**config.mk**
```make
export PLATFORM = sky130hd
export DESIGN_NAME = seven_seg_display_ctrl
export DESIGN_NICKNAME = d
export VERILOG_FILES = /design/src/rtl/seven_seg_pkg.sv /design/src/rtl/hex_to_seven_seg.sv /design/src/rtl/seven_seg_display_ctrl.sv
export SDC_FILE = /design/constraint.sdc
export NUM_CORES = 1
export LEC_CHECK = 0
export CORE_MARGIN = 2
export CORE_UTILIZATION = 40
export CTS_CLUSTER_DIAMETER = 100
export CTS_CLUSTER_SIZE = 24
export DETAILED_ROUTE_END_ITERATION = 12
export MAX_ROUTING_LAYER = met4
export PLACE_DENSITY_LB_ADDON = 0.1
export SLEW_MARGIN = 20
export SYNTH_ARGS = -nofsm -noshare
export SYNTH_HDL_FRONTEND = slang
export SYNTH_HIERARCHICAL = 1
export SYNTH_SLANG_ARGS = --single-unit
```
**constraint.sdc**
```tcl
create_clock -name clock -period 2.9 [get_ports clock]
set_input_delay 0.29 -clock clock [delete_from_list [all_inputs] [get_ports clock]]
set_output_delay 0.29 -clock clock [all_outputs]
set_load 0.05 [all_outputs]
```
**src/rtl/seven_seg_pkg.sv**
```systemverilog
// Shared constants and types for the multiplexed seven-segment display.
package seven_seg_pkg;

  // Index of one of the four display digits (0 = rightmost).
  typedef logic [1:0] digit_t;

  // Active-low anode patterns, one per digit, plus the all-off pattern.
  localparam logic [3:0] ANODE_D0  = 4'b1110;
  localparam logic [3:0] ANODE_D1  = 4'b1101;
  localparam logic [3:0] ANODE_D2  = 4'b1011;
  localparam logic [3:0] ANODE_D3  = 4'b0111;
  localparam logic [3:0] ANODE_OFF = 4'b1111;

  // Active-low segment encodings {g,f,e,d,c,b,a}, indexed by hex nibble.
  localparam logic [0:15][6:0] SEG_TABLE = {
    7'b1000000, 7'b1111001, 7'b0100100, 7'b0110000,
    7'b0011001, 7'b0010010, 7'b0000010, 7'b1111000,
    7'b0000000, 7'b0010000, 7'b0001000, 7'b0000011,
    7'b1000110, 7'b0100001, 7'b0000110, 7'b0001110
  };

  // Maps a digit index to its anode enable pattern.
  function automatic logic [3:0] anode_pattern(input digit_t d);
    case (d)
      2'd0:    return ANODE_D0;
      2'd1:    return ANODE_D1;
      2'd2:    return ANODE_D2;
      2'd3:    return ANODE_D3;
      default: return ANODE_OFF;
    endcase
  endfunction

endpackage

```
**src/rtl/hex_to_seven_seg.sv**
```systemverilog
// Combinational hex nibble to active-low seven-segment decoder.
module hex_to_seven_seg
  import seven_seg_pkg::*;
(
  input  logic [3:0] nibble,
  output logic [6:0] seg
);

  // Table lookup; the table already holds active-low encodings.
  always_comb seg = SEG_TABLE[nibble];

endmodule

```
**src/rtl/seven_seg_display_ctrl.sv**
```systemverilog
// Four-digit multiplexed seven-segment controller with a frame-aligned
// double-buffered hex value, leading-zero suppression and blanking.
module seven_seg_display_ctrl
  import seven_seg_pkg::*;
#(
  parameter int TICK_DIV = 100000,
  parameter int CNT_W    = 17
) (
  input  logic        clock,
  input  logic        reset,
  input  logic [15:0] value,
  input  logic [3:0]  dp_in,
  input  logic        load,
  input  logic        blank,
  input  logic        lzs_en,
  output logic [3:0]  anode,
  output logic [6:0]  cathode,
  output logic        dp,
  output logic [1:0]  digit_sel,
  output logic        frame_done,
  output logic        pending
);

  localparam logic [CNT_W-1:0] TICK_LAST = CNT_W'(TICK_DIV - 1);

  logic [CNT_W-1:0] cnt_reg;
  digit_t           digit_reg;
  logic             tick;
  logic             wrap;

  logic [15:0]      act_val_reg;
  logic [3:0]       act_dp_reg;
  logic [15:0]      pend_val_reg;
  logic [3:0]       pend_dp_reg;
  logic             pending_reg;
  logic             frame_done_reg;

  logic [3:0]       anode_reg;
  logic [6:0]       cathode_reg;
  logic             dp_reg;

  logic [3:0]       lead_zero;
  logic [3:0]       cur_nibble;
  logic [6:0]       cur_seg;
  logic [3:0]       anode_next;

  assign tick = (cnt_reg == TICK_LAST);
  assign wrap = tick && (digit_reg == 2'd3);

  // A digit is a leading zero when it and every digit to its left are zero
  // with no decimal point requested; digit 0 always stays visible.
  assign lead_zero[0] = 1'b0;
  generate
    for (genvar gi = 1; gi < 4; gi++) begin : g_lead_zero
      assign lead_zero[gi] = (act_val_reg[15:4*gi] == '0) && (act_dp_reg[3:gi] == '0);
    end
  endgenerate

  assign cur_nibble = act_val_reg[{digit_reg, 2'b00} +: 4];

  hex_to_seven_seg u_decode (
    .nibble (cur_nibble),
    .seg    (cur_seg)
  );

  // Anode for the scanned digit, forced off by blanking or suppression.
  always_comb begin
    anode_next = anode_pattern(digit_reg);
    if (blank || (lzs_en && lead_zero[digit_reg])) begin
      anode_next = ANODE_OFF;
    end
  end

  // Prescaler and digit scan counter.
  always_ff @(posedge clock or posedge reset) begin
    if (reset) begin
      cnt_reg   <= '0;
      digit_reg <= 2'd0;
    end else begin
      cnt_reg <= tick ? '0 : cnt_reg + CNT_W'(1);
      if (tick) begin
        digit_reg <= digit_reg + 2'd1;
      end
    end
  end

  // Double buffer: loads park in the pending buffer and commit at frame wrap;
  // a load landing on the wrap itself bypasses straight to the active buffer.
  always_ff @(posedge clock or posedge reset) begin
    if (reset) begin
      act_val_reg  <= '0;
      act_dp_reg   <= '0;
      pend_val_reg <= '0;
      pend_dp_reg  <= '0;
      pending_reg  <= 1'b0;
    end else if (load && wrap) begin
      act_val_reg <= value;
      act_dp_reg  <= dp_in;
      pending_reg <= 1'b0;
    end else if (wrap && pending_reg) begin
      act_val_reg <= pend_val_reg;
      act_dp_reg  <= pend_dp_reg;
      pending_reg <= 1'b0;
    end else if (load) begin
      pend_val_reg <= value;
      pend_dp_reg  <= dp_in;
      pending_reg  <= 1'b1;
    end
  end

  // Registered pin drivers and frame pulse.
  always_ff @(posedge clock or posedge reset) begin
    if (reset) begin
      anode_reg      <= ANODE_OFF;
      cathode_reg    <= 7'b1111111;
      dp_reg         <= 1'b1;
      frame_done_reg <= 1'b0;
    end else begin
      anode_reg      <= anode_next;
      cathode_reg    <= cur_seg;
      dp_reg         <= ~act_dp_reg[digit_reg];
      frame_done_reg <= wrap;
    end
  end

  assign anode      = anode_reg;
  assign cathode    = cathode_reg;
  assign dp         = dp_reg;
  assign digit_sel  = digit_reg;
  assign frame_done = frame_done_reg;
  assign pending    = pending_reg;

endmodule

```
==> results of run 1 <==
[critical path, cell delays in order (launching register included)]
cell	delay, ns
dfrtp_1	0.62
mux4_2	0.63
inv_1	0.18
ha_1	0.20
inv_1	0.05
mux4_1	0.49
[path summary, 6_finish.rpt]
| kind | startpoint | to | slack, ns | depth (start not counted) |
|---|---|---|---|---|
| min | reset | act_val_reg[3] | 0.31 | 2 |
| max reg2reg | digit_sel[1] | cathode[3] | 0.64 | 5 |
| max | digit_sel[1] | cathode[3] | 0.64 | 5 |
| min in group clock | cnt_reg[0] | cnt_reg[0] | 0.49 | 1 |
| min reg2reg | cnt_reg[0] | cnt_reg[0] | 0.49 | 1 |
| max in group asynchronous | reset | anode[1] | 1.92 | 3 |
[cell usage after synthesis (all sizes together) (2+ instances only)]
cell type,count
nand4,3
nand2,10
nand3,15
and4,4
nor4,3
o21ai,20
or3,5
o22ai,13
and2,3
nor4b,2
clkbuf,5
buf,9
nor2b,4
ha,13
a2bb2oi,20
inv,17
xnor2,11
a21oi,4
xor2,2
mux2i,5
dfrtp,61
nor3,3
mux4,6
nand3b,2
mux2,20
dfstp,12
nor2,11
[power by group through the flow]
stage               logic (mW)  registers, mW  clock network, mW
floorplan               0.0997           1.08                  0
global placement         0.161           1.08                  0
detailed placement       0.164           1.08                  0
CTS                      0.164           1.06               1.08
global route             0.179           1.07               1.12
finish                   0.160           1.06               1.06
[cell usage in the layout (no fill, tap or decap), types with 5 or more instances in the layout]
master	instances
ha_1	13
o22ai_1	13
mux4_2	5
nand3_1	15
nor2_1	11
clkdlybuf4s50_1	40
mux2_4	20
clkbuf_8	9
a2bb2oi_1	20
nand2_1	10
inv_1	15
or3_1	5
o21ai_0	20
dfrtp_1	61
xnor2_1	11
mux2i_1	5
dfstp_2	12
[cells by family (layout without fill, tap and decap cells)]
kind of cell,Yosys count,in the layout,synth area share
muxes,31,31,0.136
AOI/OAI and AO/OA,61,61,0.115
adders and majority gates,13,13,0.0453
buffers and inverters,31,78,0.0470
and+or+nand+nor,70,70,0.112
DFF,73,73,0.513
xor gates and xnor gates,13,13,0.0317
[metal layers]
metal / share of wire / up-vias
li1: - / 1145
met1: 0.50 / 1178
met2: 0.44 / 57
met3: 0.038 / 12
met4: 0.020 / 0
met5: 0 / -
[final cells by class]
cell class              count  area (um2)
clock inverters             7         141
clock buffers               9         124
multi-input cells         188        1580
fillers                   804        4380
inverters                  17        63.8
repair buffers             45         450
well taps                 108         135
flip-flops and latches     73        1840
[per-stage QoR]
step	total power, mW	cell area [um2]
final	2.28	4340
after global routing	2.36	4340
after CTS	2.31	4340
after detailed placement	1.25	4070
after global placement	1.24	4070
after floorplan	1.18	3590
==> impl_results.md, run 1 <==
- # hold bufs at CTS: 0
- Post CTS Setup Buffer Count: 0
- Worst Path Arrival: between 2 and 3 ns
- Leakage: 1.85 nW
- Clock skew: 0.0102 ns
- Pre-CTS WS: 0.680 ns
- Comb power frac: 0.070
- Antenna violations before repair: 0
- Global-route congestion overflow total: 0
- Vias per cell: 5.35
- Core Util, Final: 0.498
- Minimum clock period: 2.26 ns
- Distinct cells, synth: 42
- DRC violations left: 0
- Sequential fraction of the synthesis area: 0.513
- Number of top-level pins: 41
- Post-detail-place hpwl: 4860 um
- Share of post-route cells with drive strength above 1: 0.192
- Post-synth ARST share: 1.00
- Post-synth top area share: 0.425
- Yosys warns: 6
- Root Driver: clkbuf_8
- Hold/Removal Path Class: input pin to asynchronous set/reset pin
- Post-synth EDFFs: 0
- Largest net degree at the start of global routing: 48
- Period utilization: 0.778
- Skew-Pair Late Insertion Delay: 0.35 ns
- Chip width: slightly below 100 um
- Synth area leader: dfrtp_1
- Routed Antenna Nets: 0
- CP Max Fanout: 11
- Nets: 372
- Port buffer count: 40
- Area Overhead vs Synth: 20.8%
- Total Routed Length: approximately 7100 um
- Iter 0 DRT Violations: 74
- Die ar.: 0.00976 mm2
- CTS max path bufs: 2
- Unrepaired setup endpoints after global routing: no
- Hold Violations, Final: 0
- Total track usage: 0.166
- Diodes inserted: 0
- DR pass1 iterations: 4
- Worst setup SP type: flip-flop
- Syn Nets: 330
- Pwr Density: around 530 mW/mm2
- CP Capture Type: flip-flop
- Worst EP required: ~3.2 ns
- Met1 usage: 0.237
- Die H: between 90 and 100 um
- Power share of the clock group: 0.464
- Total CTS buffers: 9
- Peak Freq: around 440 MHz
- Clock Pin Slew Worst Setup and Hold Paths: ~0.090 ns
- Global Route met2 Usage: 0.229
- Yosys reg bits: 73
- Initial Util: 0.412
- Mean Syn Cell Area: 12.3 um2
- Max H-tree Level: 3
- Non-filler cells, final: 447
- Fin worst setup slack: 0.643 ns
- Synth top area cells: dfrtp_1 (42%), dfstp_2 (8.8%), mux2_4 (8.4%)
- Sw Ratio: 0.212
- Global-route met3 utilization: 0.0348
- Slew HR: 0.529
- P_int: 1.80 mW
- Max-cap violations: 0
- FP Rows: 34
- Sw Pwr: 0.484 mW
- Least-Margin Pin Slew: 0.701 ns
- First-pass GRT wire length: about 12000 um
- Worst VDD drop: 0.227 mV
- Mapped Area: 0.00359 mm2
- Reg power frac: 0.466
- Cells after Synth: 292
- Post-CTS sizing: 0
- Vias in the first global route: 2423
- Setup_tns: 0 ns
- GPL Wtd Cong: 0.853
- Crit Path Category: flip-flop to flip-flop
- # setup viols final: 0
- Vias post-DR: 2392
- Slew Viols, Final: 0
- Clk sinks: 73
- Post-DR wirelength/cell: 15.9 um
- Worst Hold Margin: 0.309 ns
- Core area: 0.00872 mm2
- Max reg flops: 17
- Outcome: finished, final reports clean
- Global routing's busiest layer: met1
- Inst Count DP: 431
- Main flop type after synthesis: dfrtp_1
- TritonCTS clock tree: yes
Note: power is estimated with default switching activity, not from simulation.
==> run 2: changes to the inputs <==
==> constraint.sdc (replaced) <==
create_clock -name clock -period 2 [get_ports clock]
set_input_delay 0.2 -clock clock [delete_from_list [all_inputs] [get_ports clock]]
set_output_delay 0.2 -clock clock [all_outputs]
set_load 0.05 [all_outputs]
==> impl_results.md, run 2 (synthesis gave the netlist of run 1 again) <==
- Vias in the first global route: 2444 (+0.87%)
- FF-to-FF Start: digit_sel[1]
- Routed Antenna Nets: 0 (unchanged)
- TritonCTS clock tree: yes
- Unrepaired setup endpoints after global routing: no
- CP Max Fanout: 5 (-6)
- Tot Pwr: 3.03 mW (+33%)
- Worst VDD drop: 0.364 mV (+60%)
- WP buf/inv: 2 (unchanged)
- Worst EP required: 1.80 ns (-1.36 ns)
- Period utilization: 0.958
- Post-detail-place hpwl: 5220 um (+7.6%)
- Hold Violations, Final: 0 (unchanged)
- Outcome: finished, final reports clean
- Diodes inserted: 0 (unchanged)
- Total track usage: 0.172 (+0.00628)
- Global-route congestion overflow total: 0 (unchanged)
- CP Capture Type: output pin
- Max incr delay on CP: 0.80 ns (+0.17 ns)
- Total Routed Length: 7670 um (+8.1%)
- CTS max path bufs: 2 (unchanged)
- Total CTS buffers: 9 (unchanged)
- Commonest non-fill, non-tap cell in the layout: dfrtp_1
- Least-Margin Pin Slew: 0.504 ns (-0.197 ns)
- Design Area, Final: 0.00447 mm2 (+3.1%)
- Die ar.: 0.00976 mm2 (unchanged)
- Port buffer count: 40 (unchanged)
- Worst setup SP type: flip-flop
- Share of post-route cells with drive strength above 1: 0.236 (+0.0442)
- Clock skew: 0.00865 ns (-0.00160 ns)
- Clock Pin Slew Worst Setup and Hold Paths: 0.08 ns (about the same)
- Antenna violations before repair: 0 (unchanged)
- Leakage: 1.93 nW (+4.6%)
- Max reg flops: 17 (unchanged)
- Placed cell areas: 0.00423 mm2 (+3.8%)
- CP cell instances: buf_4 > clkdlybuf4s50_1
- FP Rows: 34 (unchanged)
- Reg-to-reg endpoint: cathode[3]
- Worst Path Arrival: 1.72 ns (-0.80 ns)
- Crit Path Category: flip-flop to output pin
- Worst Hold Margin: 0.147 ns (-0.162 ns)
- DRC violations left: 0 (unchanged)
- Nets: 389 (+4.6%)
- Non-filler cells, final: 464 (+3.8%)
- Iter 0 DRT Violations: 61 (-18%)
- Slew Viols, Final: 0 (unchanged)
- GPL Wtd Cong: 0.880 (+3.1%)
- Die H: 98.8 um (unchanged)
- Flop2flop setup slack: 0.09 ns (-0.55 ns)
- DR pass1 iterations: 4 (unchanged)
- Setup_tns: 0 ns (unchanged)
- Top Family by Delay on Critical Path: buffers and inverters
- Pwr Density: 677 mW/mm2 (+29%)
- Vias per cell: 5.33 (-0.32%)
- Post-DR wirelength/cell: 16.5 um (+4.1%)
- Max H-tree Level: 3 (unchanged)
- Root Driver: clkbuf_8
- Number of top-level pins: 41 (unchanged)
- Max-cap violations: 0 (unchanged)
- # setup viols final: 0 (unchanged)
- Crit path max-delay cell type: clkdlybuf4s50_1
- Clk sinks: 73 (unchanged)
- Minimum clock period: roughly 1.9 ns
- Skew-Pair Late Insertion Delay: 0.35 ns (about the same)
- Inst Count DP: 446 (+3.5%)
- Initial Util: 0.412 (unchanged)
- Core area: 0.00872 mm2 (unchanged)
- Vias post-DR: 2475 (+3.5%)
- Peak Freq: 522 MHz
- First-pass GRT wire length: 12700 um (+2.6%)
- Chip width: 98.8 um (unchanged)
- Largest net degree at the start of global routing: 33 (-31%)
- Reg2reg path depth: 5 (unchanged)
- Slew HR: 0.663 (+0.134)
- Area Overhead vs Synth: 24.5%
- Hold/Removal Path Class: input pin to asynchronous set/reset pin
- Most frequent cells in the layout: dfrtp_1 (58), clkdlybuf4s50_1 (39), mux2_4 (20), o21ai_0 (20), a2bb2oi_1 (20)
[run 2: changes by cell type in the layout (fill, tap and decap cells not counted), moves of 3 or more]
| cell | previous run | this run |
|---|---|---|
| clkbuf_1 | 0 | 4 |
| buf_12 | 1 | 4 |
| dfrtp_1 | 61 | 58 |
| buf_4 | 4 | 18 |
| dfrtp_2 | 0 | 3 |
[run 2: report_power, final]
group / internal [mW] / switching [mW]
sequential: 1.52 / 0.0228
combinational: 0.135 / 0.107
clock: 0.704 / 0.541
total: 2.36 / 0.670
[run 2: worst max-delay path by stage]
stage,from,end,slack [ns],depth (start not counted)
detailed placement,cnt_reg[5],act_val_reg[5],0.05,6
global route,cnt_reg[5],act_dp_reg[1],0.01,6
CTS,cnt_reg[5],act_dp_reg[1],0.007,6
floorplan,digit_sel[1],cathode[3],-0.16,6
finish,digit_sel[1],digit_sel[1],0.08,2
global placement,cnt_reg[0],pend_val_reg[7],0.08,6
[run 2: per-layer routing]
metal  GRT usage  up-vias  part of all wire
li1            -     1177                 -
met1       0.237     1221              0.49
met2       0.247       55              0.45
met3      0.0397       22             0.037
met4      0.0706        0             0.022
met5           -        -                 0
[run 2: through the flow]
stage	setup WS [ns]	util
final	0.0848	0.513
after global routing	0.0137	0.513
after CTS	0.00703	0.508
after detailed placement	0.0494	0.485
after global placement	0.0761	0.485
after floorplan	-0.164	-
[run 2: layout make-up]
class,count,area (um2)
clock inverter,3,65.1
sequential,73,1850
inverter,17,67.6
tap,108,135
timing repair buffer,62,618
clock buffer,13,139
fill,781,4250
multi-input combinational,188,1600
[run 2: repair_timing]
action                     CTS  global route
setup endpoints to repair    0            42
hold buffers                 0             0
resized for setup            0             7
buffers inserted             0             2
